`src/rtl/hex_capture_pkg.sv`:
```
// Shared constants, FSM state and record type for the seven-segment display capture block.
package hex_capture_pkg;

  localparam int unsigned DIGITS = 6;
  localparam int unsigned SEG_W  = 7;
  localparam int unsigned NIB_W  = 4;
  localparam int unsigned HEX_W  = DIGITS * SEG_W;
  localparam int unsigned VAL_W  = DIGITS * NIB_W;

  // Active-low segment patterns, bit 0 = segment a ... bit 6 = segment g.
  localparam logic [SEG_W-1:0] SEG_0     = 7'h40;
  localparam logic [SEG_W-1:0] SEG_1     = 7'h79;
  localparam logic [SEG_W-1:0] SEG_2     = 7'h24;
  localparam logic [SEG_W-1:0] SEG_3     = 7'h30;
  localparam logic [SEG_W-1:0] SEG_4     = 7'h19;
  localparam logic [SEG_W-1:0] SEG_5     = 7'h12;
  localparam logic [SEG_W-1:0] SEG_6     = 7'h02;
  localparam logic [SEG_W-1:0] SEG_7     = 7'h78;
  localparam logic [SEG_W-1:0] SEG_8     = 7'h00;
  localparam logic [SEG_W-1:0] SEG_9     = 7'h10;
  localparam logic [SEG_W-1:0] SEG_A     = 7'h08;
  localparam logic [SEG_W-1:0] SEG_B     = 7'h03;
  localparam logic [SEG_W-1:0] SEG_C     = 7'h46;
  localparam logic [SEG_W-1:0] SEG_D     = 7'h21;
  localparam logic [SEG_W-1:0] SEG_E     = 7'h06;
  localparam logic [SEG_W-1:0] SEG_F     = 7'h0E;
  localparam logic [SEG_W-1:0] SEG_BLANK = 7'h7F;

  typedef enum logic {
    SETTLE = 1'b0,
    STABLE = 1'b1
  } state_e;

  typedef struct packed {
    logic [VAL_W-1:0]  value;
    logic [DIGITS-1:0] illegal;
    logic [DIGITS-1:0] blank;
  } rec_t;

endpackage

```
`src/rtl/hex_capture_if.sv`:
```
// Display inputs and record stream of hex_capture; out_blank exists only with HEX_CAPTURE_BLANK_EN.
interface hex_capture_if;
  logic [6:0]  HEX0;
  logic [6:0]  HEX1;
  logic [6:0]  HEX2;
  logic [6:0]  HEX3;
  logic [6:0]  HEX4;
  logic [6:0]  HEX5;
  logic        out_ready;
  logic        out_valid;
  logic [23:0] out_value;
  logic [5:0]  out_illegal;
  logic        overrun;
`ifdef HEX_CAPTURE_BLANK_EN
  logic [5:0]  out_blank;

  modport master (output HEX0, HEX1, HEX2, HEX3, HEX4, HEX5, out_ready,
                  input  out_valid, out_value, out_illegal, overrun, out_blank);
  modport slave  (input  HEX0, HEX1, HEX2, HEX3, HEX4, HEX5, out_ready,
                  output out_valid, out_value, out_illegal, overrun, out_blank);
`else
  modport master (output HEX0, HEX1, HEX2, HEX3, HEX4, HEX5, out_ready,
                  input  out_valid, out_value, out_illegal, overrun);
  modport slave  (input  HEX0, HEX1, HEX2, HEX3, HEX4, HEX5, out_ready,
                  output out_valid, out_value, out_illegal, overrun);
`endif
endinterface

```
`src/rtl/hex_capture_seg7_to_nibble.sv`:
```
// Combinational seven-segment pattern to nibble decoder; HEX_CAPTURE_BLANK_EN makes 7F a legal blank.
module seg7_to_nibble
  import hex_capture_pkg::*;
(
  input  logic [SEG_W-1:0] seg_i,
  output logic [NIB_W-1:0] nibble_o,
  output logic             illegal_o,
  output logic             blank_o
);

  always_comb begin
    nibble_o  = '0;
    illegal_o = 1'b0;
    blank_o   = 1'b0;
    case (seg_i)
      SEG_0: nibble_o = 4'h0;
      SEG_1: nibble_o = 4'h1;
      SEG_2: nibble_o = 4'h2;
      SEG_3: nibble_o = 4'h3;
      SEG_4: nibble_o = 4'h4;
      SEG_5: nibble_o = 4'h5;
      SEG_6: nibble_o = 4'h6;
      SEG_7: nibble_o = 4'h7;
      SEG_8: nibble_o = 4'h8;
      SEG_9: nibble_o = 4'h9;
      SEG_A: nibble_o = 4'hA;
      SEG_B: nibble_o = 4'hB;
      SEG_C: nibble_o = 4'hC;
      SEG_D: nibble_o = 4'hD;
      SEG_E: nibble_o = 4'hE;
      SEG_F: nibble_o = 4'hF;
`ifdef HEX_CAPTURE_BLANK_EN
      SEG_BLANK: blank_o = 1'b1;
`endif
      default: illegal_o = 1'b1;
    endcase
  end

endmodule

```
`src/rtl/hex_capture.sv`:
```
// Debounces the six display digits, decodes them and emits each new stable value on a valid/ready stream.
// Optional feature macro: HEX_CAPTURE_BLANK_EN (legal blank digit plus out_blank flags).
module hex_capture
  import hex_capture_pkg::*;
#(
  parameter int unsigned STABLE_CYCLES = 4,
  parameter int unsigned CNT_W         = 8
) (
  input  logic          clock,
  input  logic          reset,
  hex_capture_if.slave  bus
);

  localparam logic [CNT_W-1:0] C_MAX = CNT_W'(STABLE_CYCLES);

  logic [HEX_W-1:0]  hex_in;
  logic [HEX_W-1:0]  s_q, s_d;
  logic [CNT_W-1:0]  c_q, c_d;
  state_e            state_q, state_d;
  rec_t              rec_q, rec_d, rec_new;
  logic              last_vld_q, last_vld_d;
  logic              valid_q, valid_d;
  logic              overrun_q, overrun_d;
  logic              commit, accept;
  logic [VAL_W-1:0]  dec_value;
  logic [DIGITS-1:0] dec_illegal;
  logic [DIGITS-1:0] dec_blank;

  assign hex_in = {bus.HEX5, bus.HEX4, bus.HEX3, bus.HEX2, bus.HEX1, bus.HEX0};

  // Decode the sampled vector; at commit it equals the live inputs.
  for (genvar d = 0; d < int'(DIGITS); d++) begin : g_dec
    seg7_to_nibble u_dec (
      .seg_i     (s_q[d*SEG_W +: SEG_W]),
      .nibble_o  (dec_value[d*NIB_W +: NIB_W]),
      .illegal_o (dec_illegal[d]),
      .blank_o   (dec_blank[d])
    );
  end

  assign rec_new = '{value: dec_value, illegal: dec_illegal, blank: dec_blank};

  // rec_q doubles as the last committed record: a commit either loads it or matches it.
  always_comb begin
    s_d        = s_q;
    c_d        = c_q;
    state_d    = state_q;
    rec_d      = rec_q;
    last_vld_d = last_vld_q;
    valid_d    = valid_q;
    overrun_d  = overrun_q;
    accept     = valid_q && bus.out_ready;
    commit     = 1'b0;

    if (hex_in != s_q) begin
      s_d = hex_in;
      c_d = '0;
    end else if (c_q != C_MAX) begin
      c_d = c_q + CNT_W'(1);
    end

    state_d = (c_d == C_MAX) ? STABLE : SETTLE;
    commit  = (state_q == SETTLE) && (state_d == STABLE);

    if (accept) valid_d = 1'b0;

    if (commit) begin
      last_vld_d = 1'b1;
      if (!last_vld_q || (rec_new != rec_q)) begin
        rec_d   = rec_new;
        valid_d = 1'b1;
        if (valid_q && !bus.out_ready) overrun_d = 1'b1;
      end
    end
  end

  always_ff @(posedge clock) begin
    if (!reset) begin
      s_q        <= '1;
      c_q        <= '0;
      state_q    <= SETTLE;
      rec_q      <= '0;
      last_vld_q <= 1'b0;
      valid_q    <= 1'b0;
      overrun_q  <= 1'b0;
    end else begin
      s_q        <= s_d;
      c_q        <= c_d;
      state_q    <= state_d;
      rec_q      <= rec_d;
      last_vld_q <= last_vld_d;
      valid_q    <= valid_d;
      overrun_q  <= overrun_d;
    end
  end

  assign bus.out_valid   = valid_q;
  assign bus.out_value   = rec_q.value;
  assign bus.out_illegal = rec_q.illegal;
  assign bus.overrun     = overrun_q;
`ifdef HEX_CAPTURE_BLANK_EN
  assign bus.out_blank   = rec_q.blank;
`endif

endmodule

```
`src/flat_wrapper.sv`:
```
// flat-port wrapper written by rule: the top's interface ports become plain ports
module hex_capture_flat import hex_capture_pkg::*;
#(
  parameter int unsigned STABLE_CYCLES = 4,
  parameter int unsigned CNT_W         = 8
)
  (clock, reset, bus_HEX0, bus_HEX1, bus_HEX2, bus_HEX3, bus_HEX4, bus_HEX5, bus_out_ready, bus_out_valid, bus_out_value, bus_out_illegal, bus_overrun);
  hex_capture_if bus_i ();
  input  logic clock;
  input  logic reset;
  input wire logic [$bits(bus_i.HEX0)-1:0] bus_HEX0;
  input wire logic [$bits(bus_i.HEX1)-1:0] bus_HEX1;
  input wire logic [$bits(bus_i.HEX2)-1:0] bus_HEX2;
  input wire logic [$bits(bus_i.HEX3)-1:0] bus_HEX3;
  input wire logic [$bits(bus_i.HEX4)-1:0] bus_HEX4;
  input wire logic [$bits(bus_i.HEX5)-1:0] bus_HEX5;
  input wire logic [$bits(bus_i.out_ready)-1:0] bus_out_ready;
  output wire logic [$bits(bus_i.out_valid)-1:0] bus_out_valid;
  output wire logic [$bits(bus_i.out_value)-1:0] bus_out_value;
  output wire logic [$bits(bus_i.out_illegal)-1:0] bus_out_illegal;
  output wire logic [$bits(bus_i.overrun)-1:0] bus_overrun;
  assign bus_i.HEX0 = bus_HEX0;
  assign bus_i.HEX1 = bus_HEX1;
  assign bus_i.HEX2 = bus_HEX2;
  assign bus_i.HEX3 = bus_HEX3;
  assign bus_i.HEX4 = bus_HEX4;
  assign bus_i.HEX5 = bus_HEX5;
  assign bus_i.out_ready = bus_out_ready;
  assign bus_out_valid = bus_i.out_valid;
  assign bus_out_value = bus_i.out_value;
  assign bus_out_illegal = bus_i.out_illegal;
  assign bus_overrun = bus_i.overrun;
  hex_capture #(.STABLE_CYCLES(STABLE_CYCLES), .CNT_W(CNT_W)) u_core (.clock(clock), .reset(reset), .bus(bus_i));
endmodule
```
`config.mk`:
```
export PLATFORM = sky130hd
export DESIGN_NAME = hex_capture_flat
export DESIGN_NICKNAME = d
export VERILOG_FILES = /design/src/rtl/hex_capture_pkg.sv /design/src/rtl/hex_capture_if.sv /design/src/rtl/hex_capture_seg7_to_nibble.sv /design/src/rtl/hex_capture.sv /design/src/flat_wrapper.sv
export SDC_FILE = /design/constraint.sdc
export NUM_CORES = 1
export LEC_CHECK = 0
export CAP_MARGIN = 25
export CORE_MARGIN = 5
export CORE_UTILIZATION = 32
export DETAILED_ROUTE_END_ITERATION = 8
export SLEW_MARGIN = 20
export SYNTH_ARGS = -nofsm -noshare
export SYNTH_HDL_FRONTEND = slang
export SYNTH_SLANG_ARGS = --single-unit
```
`constraint.sdc`:
```
create_clock -name clock -period 8.4 [get_ports clock]
set_clock_uncertainty 0.1 [all_clocks]
set_input_delay 1.68 -clock clock [delete_from_list [all_inputs] [get_ports clock]]
set_output_delay 1.68 -clock clock [all_outputs]
set_load 0.01 [all_outputs]
```
==> summary by stage <==
Setup path
The setup path with the least slack is of type in2reg. STA classifies the critical path endpoint as a flop. The top fanout value on the critical path is 62. The launching element type of the critical path is an input port. STA puts the critical path data arrival time at 4.70 ns. In this design, the stage delay of the slowest critical-path cell is 0.78 ns.

Traced cell by cell, the critical path runs through clkdlybuf4s50_1 -> xor2_1 -> nor4_1 -> nand4_1 -> nor3_1 -> and4b_4 -> o311a_1 -> o2bb2ai_1 -> a211o_1. The required time at the worst-slack endpoint is 8.59 ns. The standard cell with the maximum stage delay on the critical path is sky130_fd_sc_hd__and4b_4.

Clock tree
The number of hold buffers added after CTS was 0. The maximum buffer depth of the clock tree is 2. The CTS tree is built. The setup fix buffers added after clock tree synthesis is 0. The root buffer cell chosen for the clock tree is sky130_fd_sc_hd__clkbuf_16. The clock insertion delay at the later pin of the skew report is 0.36 ns. In this run the number of H-tree levels came out at 3. TritonCTS created 9 clock buffers. The quantity of gates resized following cts is 0. The clock-pin slew reported for the worst setup and hold paths after clock tree synthesis is 0.06 ns. The number of sinks handled by clock tree synthesis is 84.

Drt
The via count normalized by instance count is 5.59. In the final routed layout, each cell accounts on average for 17.2 um. Summing over every cut layer, the via total after detailed routing is 6126. In the routed design, unresolved DRC markers number 0.

The detailed-routed wire length on met3 is 1.01 mm. The count of nets left with antenna violations once routing finished came out at 0. After detailed routing, the met2 layer carries 8.78 mm of wire. The first detailed-routing pass took 5 iterations.

The total routed wire length on the met1 layer is 8.64 mm. Wires add up to 18.8 mm. The violation count after the first detailed-routing iteration is 566. The uppermost layer routed is met4.

Final layout
Across the whole layout, storage elements account for 1680 sq um. The top cell types in the final layout, fill and taps aside, are sky130_fd_sc_hd__dfxtp_1, sky130_fd_sc_hd__clkdlybuf4s50_1, sky130_fd_sc_hd__nand2_1, sky130_fd_sc_hd__xor2_1, sky130_fd_sc_hd__nor2_1. In the final layout, the multi-input gates occupy 4340 sq um. At the end of the flow, the number of nets in the layout was 874. The signed area change from the synthesized netlist to the final layout is 17.9%. The diode insertion count for antenna repair is 0. The layout has 2046 filler cells.

The library cell used most frequently in the layout, excluding fill and tap cells, is sky130_fd_sc_hd__dfxtp_1. The post-route netlist has 4.69% of its cells at a drive strength greater than 1.

Power and ir drop
Power spread over the standard cell area amounts to 132 nW/um^2. The analysis attributes to cell leakage a power of 0.00296 uW. The worst voltage drop across the vdd grid is 0.0000971 V.

Placement
OpenSTA, run right after detailed placement, puts the worst setup slack at 3.24 ns. The count of input and output buffers is 76. The routability congestion estimate is 0.863. Detailed placement ended at an HPWL of 13.4 mm.

STA
Setup repair after global routing left no endpoint under its margin. The worst setup slack after layout is 3.89 ns. The remaining max-slew budget at the tightest pin is 37.9%.

The share of the cycle needed by the critical path after routing is 53.7%. The maximum operating frequency is 222 MHz. The max-slew violation count is 0.

The count of endpoints failing setup in the final report is 0. The transition time at the pin with the least slew margin is 0.929 ns. Summed over all failing endpoints, the final setup total negative slack is 0 ns.

The clock period could shrink to 4.51 ns. The hold violation count in the final report came to 0.

Global route
The final global-route overflow total is 0. The via count of the first global-routing pass is 5587. The initial antenna violation count is 0.

Global routing used 16.3% of the available tracks across all layers. The first global-routing pass estimated 29.9 mm of wire. Entering global routing, the biggest net connects 109 pins.

Outcome
The flow ran to the end, and the final reports show no timing, DRC or antenna violations.

Synth
After synthesis, the netlist uses 79 different library cells. Of the total synthesized cell area, the portion taken by full adders, half adders and majority gates is 0.391%. In the synthesized netlist the async set-or-reset flop fraction comes to 0%.

The number of register bits inferred by synthesis is 84. In the synthesized netlist, mux cells make up 0.488% of the area. The synthesized netlist net count is 860. The synthesized netlist devotes 21.7% of its cell area to compound gates.

The basic-gate share of the synthesized area counting and, or, nand and nor cells is 35.5%. The number of enable-type register cells in the synthesized netlist is 0. Among all flip-flop cells after synthesis, the most frequent one is sky130_fd_sc_hd__dfxtp_1.

The combinational family with the most area after synthesis is simple AND/OR/NAND/NOR gates. The synthesized area divided by synthesized cell count is 7.88 sq um. Of the total synthesized cell area, the portion taken by XOR and XNOR cells is 9.57%. Yosys printed 0 warnings.

The portion of the post-synthesis area used by sequential elements is 26.2%. The cell area after synthesis is 6410 sq um. The cell count after synthesis is 813.

Die
In this run the standard cell core region covers 19600 sq um. The die height is 152 um. The boundary pin count is 77. The number of cell rows is 51. The floorplan step defined a die boundary enclosing 23000 sq um.

The effective utilization at floorplan is 32.7%. The width of the die is 152 um.

Job
The number of max-capacitance violations reported is 0.

Hold path
The kind of path behind the tightest hold check is reg2reg.
cells in the mapped netlist (4+ instances only):
cell | count | area [sq um]
sky130_fd_sc_hd__a211o_1 | 19 | 166
sky130_fd_sc_hd__a211oi_1 | 9 | 67.6
sky130_fd_sc_hd__a21o_1 | 4 | 30.0
sky130_fd_sc_hd__a21oi_1 | 29 | 145
sky130_fd_sc_hd__a32oi_1 | 4 | 35.0
sky130_fd_sc_hd__and3_1 | 24 | 150
sky130_fd_sc_hd__and3b_1 | 13 | 114
sky130_fd_sc_hd__and4_1 | 5 | 43.8
sky130_fd_sc_hd__and4b_1 | 6 | 60.1
sky130_fd_sc_hd__buf_2 | 30 | 150
sky130_fd_sc_hd__clkbuf_1 | 41 | 154
sky130_fd_sc_hd__dfxtp_1 | 84 | 1680
sky130_fd_sc_hd__inv_1 | 9 | 33.8
sky130_fd_sc_hd__nand2_1 | 59 | 221
sky130_fd_sc_hd__nand2b_1 | 49 | 307
sky130_fd_sc_hd__nand3_1 | 13 | 65.1
sky130_fd_sc_hd__nand3b_1 | 7 | 52.6
sky130_fd_sc_hd__nand4_1 | 9 | 56.3
sky130_fd_sc_hd__nor2_1 | 53 | 199
sky130_fd_sc_hd__nor2b_1 | 5 | 31.3
sky130_fd_sc_hd__nor3_1 | 30 | 150
sky130_fd_sc_hd__nor3b_1 | 13 | 97.6
sky130_fd_sc_hd__nor4_1 | 40 | 250
sky130_fd_sc_hd__nor4b_1 | 7 | 61.3
sky130_fd_sc_hd__nor4bb_1 | 12 | 120
sky130_fd_sc_hd__o211a_1 | 7 | 70.1
sky130_fd_sc_hd__o211ai_1 | 5 | 37.5
sky130_fd_sc_hd__o21a_1 | 4 | 30.0
sky130_fd_sc_hd__o21ai_0 | 21 | 105
sky130_fd_sc_hd__o21ai_1 | 7 | 35.0
sky130_fd_sc_hd__o21bai_1 | 4 | 30.0
sky130_fd_sc_hd__o22ai_1 | 5 | 31.3
sky130_fd_sc_hd__o2bb2ai_1 | 18 | 158
sky130_fd_sc_hd__o311ai_1 | 12 | 105
sky130_fd_sc_hd__o31ai_1 | 5 | 37.5
sky130_fd_sc_hd__or2_2 | 6 | 37.5
sky130_fd_sc_hd__or4_1 | 5 | 37.5
sky130_fd_sc_hd__or4b_1 | 5 | 50.1
sky130_fd_sc_hd__xnor2_1 | 14 | 123
sky130_fd_sc_hd__xor2_1 | 56 | 490
critical path, delay by kind of cell:
| family | cells | cell delay, ns |
|---|---|---|
| AO/OA/AOI/OAI | 3 | 0.55 |
| XOR/XNOR | 1 | 0.23 |
| buffers and inverters | 1 | 0.43 |
| AND/OR/NAND/NOR | 4 | 1.79 |
area by class of cell:
type	instances	area share [%]
tap	265	4.39
inverter	9	0.447
multi-input combinational	642	57.5
sequential	84	22.3
timing repair buffer	81	11.1
clock inverter	4	0.961
clock buffer	11	3.35
cell families after synthesis:
family | Yosys count
simple gates | 380
compound gates | 187
buf+inv | 87
flops | 84
xor+xnor | 70
mux | 3
fa+ha+maj | 2
final timing paths:
kind / to / cells past startpoint / startpoint / slack [ns]
min: u_core.bus.overrun$_SDFFE_PN0P_ / 2 / u_core.bus.overrun$_SDFFE_PN0P_ / 0.36
max: u_core.bus.out_value[0]$_SDFFE_PN0P_ / 9 / bus_HEX0[6] / 3.89
min reg2reg: u_core.bus.overrun$_SDFFE_PN0P_ / 2 / u_core.bus.overrun$_SDFFE_PN0P_ / 0.36
max reg2reg: u_core.bus.out_value[23]$_SDFFE_PN0P_ / 9 / u_core.s_q[14]$_SDFFE_PN1N_ / 4.68
metrics by stage:
stage          area (sq um)  utilization [%]  cells  power, uW  hold WS (ns)
2_1_floorplan          6410                -    813        512         0.356
3_3_place_gp           7160             36.5   1078        555         0.358
3_5_place_dp           7190             36.7   1079        555         0.353
4_1_cts                7510             38.3   1094       1000         0.362
5_1_grt                7550             38.6   1096       1030         0.377
6_report               7550             38.6   1096        993         0.356
routing by layer:
layer  up-vias  global-route usage, %
met5         -                      0
met4         0                   4.99
met3        22                   3.24
met2       155                   26.3
met1      2880                   22.0
li1       3069                      -
state kept, by name, summed over array words and instances (netlist names):
register and count:
u_core.s_q 42, u_core.state_q 1, u_core.bus.out_value 24, u_core.bus.out_valid 1, u_core.c_q 8, u_core.bus.overrun 1
u_core.last_vld_q 1, u_core.bus.out_illegal 6
power by group:
part           internal, uW  switching [uW]
logic                  54.3            46.3
registers               409            38.6
clock network           275             170
No activity file was read; power rests on OpenSTA's default activity.
